==> src/rtl/fetch_unit.sv <==
// ============================================================================
// fetch_unit : instruction fetch stage with bus handshake, hold buffer,
//              delay-slot branch redirect and exception flush.   Rev 1.0
// ============================================================================
`default_nettype none

module fetch_unit #(
    parameter logic [31:0] RESET_PC       = 32'h0000_0000,
    parameter int          EXC_CODE_WIDTH = 5,
    parameter int          EC_NONE        = 0,
    parameter int          EC_ADEL        = 4
) (
    input  logic                      clk,
    input  logic                      rst_n,
    input  logic [5:0]                stall,
    input  logic                      flush,
    input  logic [31:0]               new_pc,
    input  logic                      branch_flag,
    input  logic [31:0]               branch_target,
    output logic                      ibus_req,
    output logic [31:0]               ibus_addr,
    input  logic                      ibus_ack,
    input  logic [31:0]               ibus_rdata,
    output logic [31:0]               if_pc,
    output logic [31:0]               if_inst,
    output logic [EXC_CODE_WIDTH-1:0] exc_code_o,
    output logic                      stallreq_if
);

    localparam logic [1:0] S_IDLE  = 2'd0;
    localparam logic [1:0] S_FETCH = 2'd1;
    localparam logic [1:0] S_HOLD  = 2'd2;

    localparam logic [EXC_CODE_WIDTH-1:0] EXC_NONE = EXC_CODE_WIDTH'(EC_NONE);
    localparam logic [EXC_CODE_WIDTH-1:0] EXC_ADEL = EXC_CODE_WIDTH'(EC_ADEL);

    logic [1:0]                state, state_nxt;
    logic [31:0]               pc, pc_nxt;
    logic                      br_pend, br_pend_nxt;
    logic [31:0]               br_tgt, br_tgt_nxt;
    logic [31:0]               buf_inst, buf_inst_nxt;
    logic [EXC_CODE_WIDTH-1:0] buf_exc, buf_exc_nxt;

    logic misaligned;
    logic complete;
    logic adv;
    logic unused_stall;

    assign misaligned   = (pc[1:0] != 2'b00);
    assign complete     = ((state == S_FETCH) && (ibus_ack || misaligned)) || (state == S_HOLD);
    assign adv          = complete && !stall[0] && !stall[1];
    assign unused_stall = ^stall[5:2];
    assign ibus_addr    = pc;
    assign if_pc        = pc;

    always_ff @(posedge clk or negedge rst_n) begin
        if (!rst_n) begin
            state    <= S_IDLE;
            pc       <= RESET_PC;
            br_pend  <= 1'b0;
            br_tgt   <= 32'h0;
            buf_inst <= 32'h0;
            buf_exc  <= EXC_NONE;
        end else begin
            state    <= state_nxt;
            pc       <= pc_nxt;
            br_pend  <= br_pend_nxt;
            br_tgt   <= br_tgt_nxt;
            buf_inst <= buf_inst_nxt;
            buf_exc  <= buf_exc_nxt;
        end
    end

    always_comb begin
        state_nxt    = state;
        pc_nxt       = pc;
        br_pend_nxt  = br_pend;
        br_tgt_nxt   = br_tgt;
        buf_inst_nxt = buf_inst;
        buf_exc_nxt  = buf_exc;
        if (flush) begin
            state_nxt    = S_FETCH;
            pc_nxt       = new_pc;
            br_pend_nxt  = 1'b0;
            buf_inst_nxt = 32'h0;
            buf_exc_nxt  = EXC_NONE;
        end else begin
            if (branch_flag) begin
                br_pend_nxt = 1'b1;
                br_tgt_nxt  = branch_target;
            end
            case (state)
                S_IDLE: state_nxt = S_FETCH;
                S_FETCH, S_HOLD: begin
                    if (adv) begin
                        // A branch arriving with the delay slot's advance redirects immediately.
                        state_nxt   = S_FETCH;
                        pc_nxt      = branch_flag ? branch_target :
                                      (br_pend ? br_tgt : pc + 32'd4);
                        br_pend_nxt = 1'b0;
                    end else if (complete && (state == S_FETCH)) begin
                        state_nxt    = S_HOLD;
                        buf_inst_nxt = if_inst;
                        buf_exc_nxt  = exc_code_o;
                    end
                end
                default: state_nxt = S_IDLE;
            endcase
        end
    end

    always_comb begin
        ibus_req    = (state == S_FETCH) && !misaligned && !flush;
        stallreq_if = (state == S_FETCH) && !complete && !flush;
        if_inst     = 32'h0;
        exc_code_o  = EXC_NONE;
        if (!flush && complete) begin
            if (state == S_HOLD) begin
                if_inst    = buf_inst;
                exc_code_o = buf_exc;
            end else if (misaligned) begin
                exc_code_o = EXC_ADEL;
            end else begin
                if_inst = ibus_rdata;
            end
        end
    end

endmodule

`default_nettype wire

==> config.mk <==
export PLATFORM = sky130hd
export DESIGN_NAME = fetch_unit
export DESIGN_NICKNAME = d
export VERILOG_FILES = /design/src/rtl/fetch_unit.sv
export SDC_FILE = /design/constraint.sdc
export NUM_CORES = 1
export LEC_CHECK = 0
export CORE_MARGIN = 1.5
export CORE_UTILIZATION = 50
export DETAILED_ROUTE_END_ITERATION = 7
export GPL_ROUTABILITY_DRIVEN = 0
export PLACE_DENSITY = 0.9
export SYNTH_ARGS = -nofsm -noshare
export SYNTH_HDL_FRONTEND = slang
export SYNTH_SLANG_ARGS = --single-unit
==> constraint.sdc <==
create_clock -name clk -period 6.1 [get_ports clk]
set_input_delay 1.22 -clock clk [delete_from_list [all_inputs] [get_ports clk]]
set_output_delay 1.22 -clock clk [all_outputs]
set_load 0.03 [all_outputs]
==> flow_summary.toml <==
[status]
outcome = "completed"

[timing]
finalHoldViolCount = 0
min_period_ps = 5133
final_max_slew_viol_count = 0
setup_violations = 0
relSlewSlack = 0.1764
fmax_mhz = 194.8
period_share = 0.8415
fin_ws_ps = 967.0
tightestPinTransition_ps = 1234
skew_ps = 7.820
finalSetupTns_ps = 0
rsz0062_at_grt = "false"

[grt]
antenna_found_initial = 0
grt_max_degree = 65
grt_pass1_wl_mm = 29.94
grt_pass1_vias = 5988
grt_usage = 0.2913
grt-ovfl-total = 0

[place]
port_buffers = 205
hpwl_mm = 13.00
post-place-ws_ps = 1006

[clock_network]
clk_latency_ps = 350
path_clk_slew_ps = 70
root_buffer = "clkbuf_16"
cts_num_sinks = 104
cts_repair_resize_count = 0
cts_hold_buffers = 0
numCtsBuffers = 9
cts_tree = "done"
cts_buffer_depth = 2
postCtsSetupBuffers = 0
cts_max_level = 3

[synth]
synth_warnings = 0
synth_cell_type_count = 68
seq_area_frac_synth = 0.4262
synth_fp_nets = 794
synth_edf_count = 0
synth.top_cell.area_share = 0.4262
synthTopCellsByCount = "125 x nand2_1, 104 x dfrtp_1, 36 x nor2_1"
yosysTopAreaCell = "dfrtp_1"
yosys-top-cells-area = "dfrtp_1 43%, nand2_1 7.7%, a32o_1 5.2%, a22o_1 4.6%, buf_4 3.9%"
async_flop_share = 1.000
syn_area_um2 = 6106
ys_ff_latch = 104
syn_inst = 682
synthMostInstantiatedCell = "nand2_1"
avgSynthCellArea_um2 = 8.953
synth_flop_cell = "dfrtp_1"

[floorplanning]
rows = 40
start_util = 0.5105
core_area_um2 = 11960
die_w_um = 113.5
die-area_um2 = 12880
ios = 210
die_h_um = 113.5

[layout]
n_antenna_cell = 0
utilization = 0.6881
area_delta_synth_final_pct = 34.80
multi_input_comb_area_um2 = 2998
drive_above_1_share = 0.04860
ff_latch_area_um2 = 2603
nFillCells = 906
nNetsFinal = 930

[detailed_routing]
routed_wl_mm = 19.15
drt_pre_antenna_iters = 6
wl_per_cell_um = 19.75
ant_nets = 0
num_vias = 6223
drt-initial-drc-count = 676
drc_errors = 0
viasPerCell = 6.415

[critical_path]
crit_buf_inv = 3
cpMaxStageDelayCell = "and3_2"
ff2ff_path_depth = 7
worstSetupStartpointType = "input pin"
critical_path_class = "input pin to output port"
r2r_start = "state[0]"
endpoint_kind = "output port"
critPathArrivalTime_ps = 3910
path_max_fanout = 64
cp.required_ps = 4880
r2r_end = "ibus_addr[18]"
path_cells = "buf_2 > inv_2 > nand2_1 > nor3_1 > and3_2 > a22o_1 > clkdlybuf4s50_1"
critPathTopFamily = "simple AND/OR/NAND/NOR gates"
r2r_slack_ps = 2780
cp_slowest_stage_delay_ps = 960

[hold_path]
hold_class = "flop to flop"
worst_hold_path.endpoint = "br_tgt[16]"
holdPathStages = 2
hold_path_startpoint = "br_tgt[16]"

[power_and_ir_drop]
irDropWorstVdd_mv = 0.2213
p_per_area_nw_per_um2 = 320.3
p_leak_uw = 0.003394

[job]
cap_violations = 0
-- how the worst max path moves through the flow --
stage                     startpoint           to  depth (start not counted)
after floorplan                flush  if_inst[10]                          8
after CTS                      flush  if_inst[23]                          7
final                          flush  if_inst[23]                          7
after global routing           flush  if_inst[23]                          7
after global placement         flush   if_inst[2]                          7
after detailed placement       flush  if_inst[23]                          7
-- layer usage --
layer  global-route usage  routed length, um
met5                    0                  0
met4               0.1433                658
met3              0.04463               1399
met2               0.4843               9459
met1               0.3729               7636
-- where the power goes --
| part | internal, uW | switching (uW) | total (uW) |
|---|---|---|---|
| clock | 323 | 269 | 592 |
| combinational | 447 | 655 | 1100 |
| sequential | 796 | 147 | 943 |
-- stage by stage --
step	std cells	area [um2]	power [uW]	hold WS, ps
after floorplan	682	6106	1643	436.9
after global placement	954	7926	1987	453.8
after detailed placement	954	7926	2030	453.5
after CTS	970	8230	2626	470.9
after global routing	970	8230	2748	506.6
final	970	8230	2636	475.1
-- logic make-up after synthesis --
| family | count (synthesis) | synth area share |
|---|---|---|
| adder cells (fa/ha/maj) | 5 | 0.01025 |
| AND/OR/NAND/NOR | 253 | 0.1969 |
| AO/OA/AOI/OAI | 210 | 0.2641 |
| flip-flops | 104 | 0.4262 |
| XOR/XNOR | 4 | 0.005739 |
| multiplexers | 7 | 0.01209 |
| buffers and inverters | 99 | 0.08463 |
-- flip-flops by register name, summed over array words and instances (netlist names) --
name and count:
buf_inst 32, buf_exc 5, br_pend 1, state 2
ibus_addr 32, br_tgt 32
-- worst reg2reg max path: cells and delay by family, from the launching register on --
| kind | cells | cell delay [ps] |
|---|---|---|
| AOI/OAI and AO/OA | 2 | 650 |
| adders and majority gates | 1 | 350 |
| buffers and inverters | 1 | 120 |
| DFF | 1 | 430 |
| and+or+nand+nor | 3 | 1690 |
-- placed cells by master, fill, tap and decap left out, types with 6 or more instances in the layout --
| cell type | instances |
|---|---|
| buf_4 | 8 |
| a22o_1 | 32 |
| inv_1 | 9 |
| clkbuf_16 | 9 |
| nand2b_1 | 9 |
| and3_1 | 11 |
| nand3_1 | 13 |
| a31oi_1 | 7 |
| a32o_1 | 32 |
| nand2_1 | 125 |
| nor3_1 | 12 |
| nor2_1 | 35 |
| nand4_1 | 12 |
| a22oi_1 | 8 |
| a21oi_1 | 22 |
| clkdlybuf4s50_1 | 203 |
| o21ai_0 | 30 |
| o22ai_1 | 10 |
| dfrtp_1 | 104 |
| o21a_1 | 6 |
| a221oi_1 | 19 |
| o31ai_1 | 13 |
-- area by class of cell --
| cell class | instances | share of cell area |
|---|---|---|
| Timing Repair Buffer | 212 | 0.2548 |
| Clock buffer | 9 | 0.02736 |
| Tap cell | 147 | 0.02235 |
| Sequential cell | 104 | 0.3162 |
| Multi-Input combinational cell | 479 | 0.3642 |
| Clock inverter | 7 | 0.009577 |
| Inverter | 12 | 0.005473 |
No activity file was read; power rests on OpenSTA's default activity.
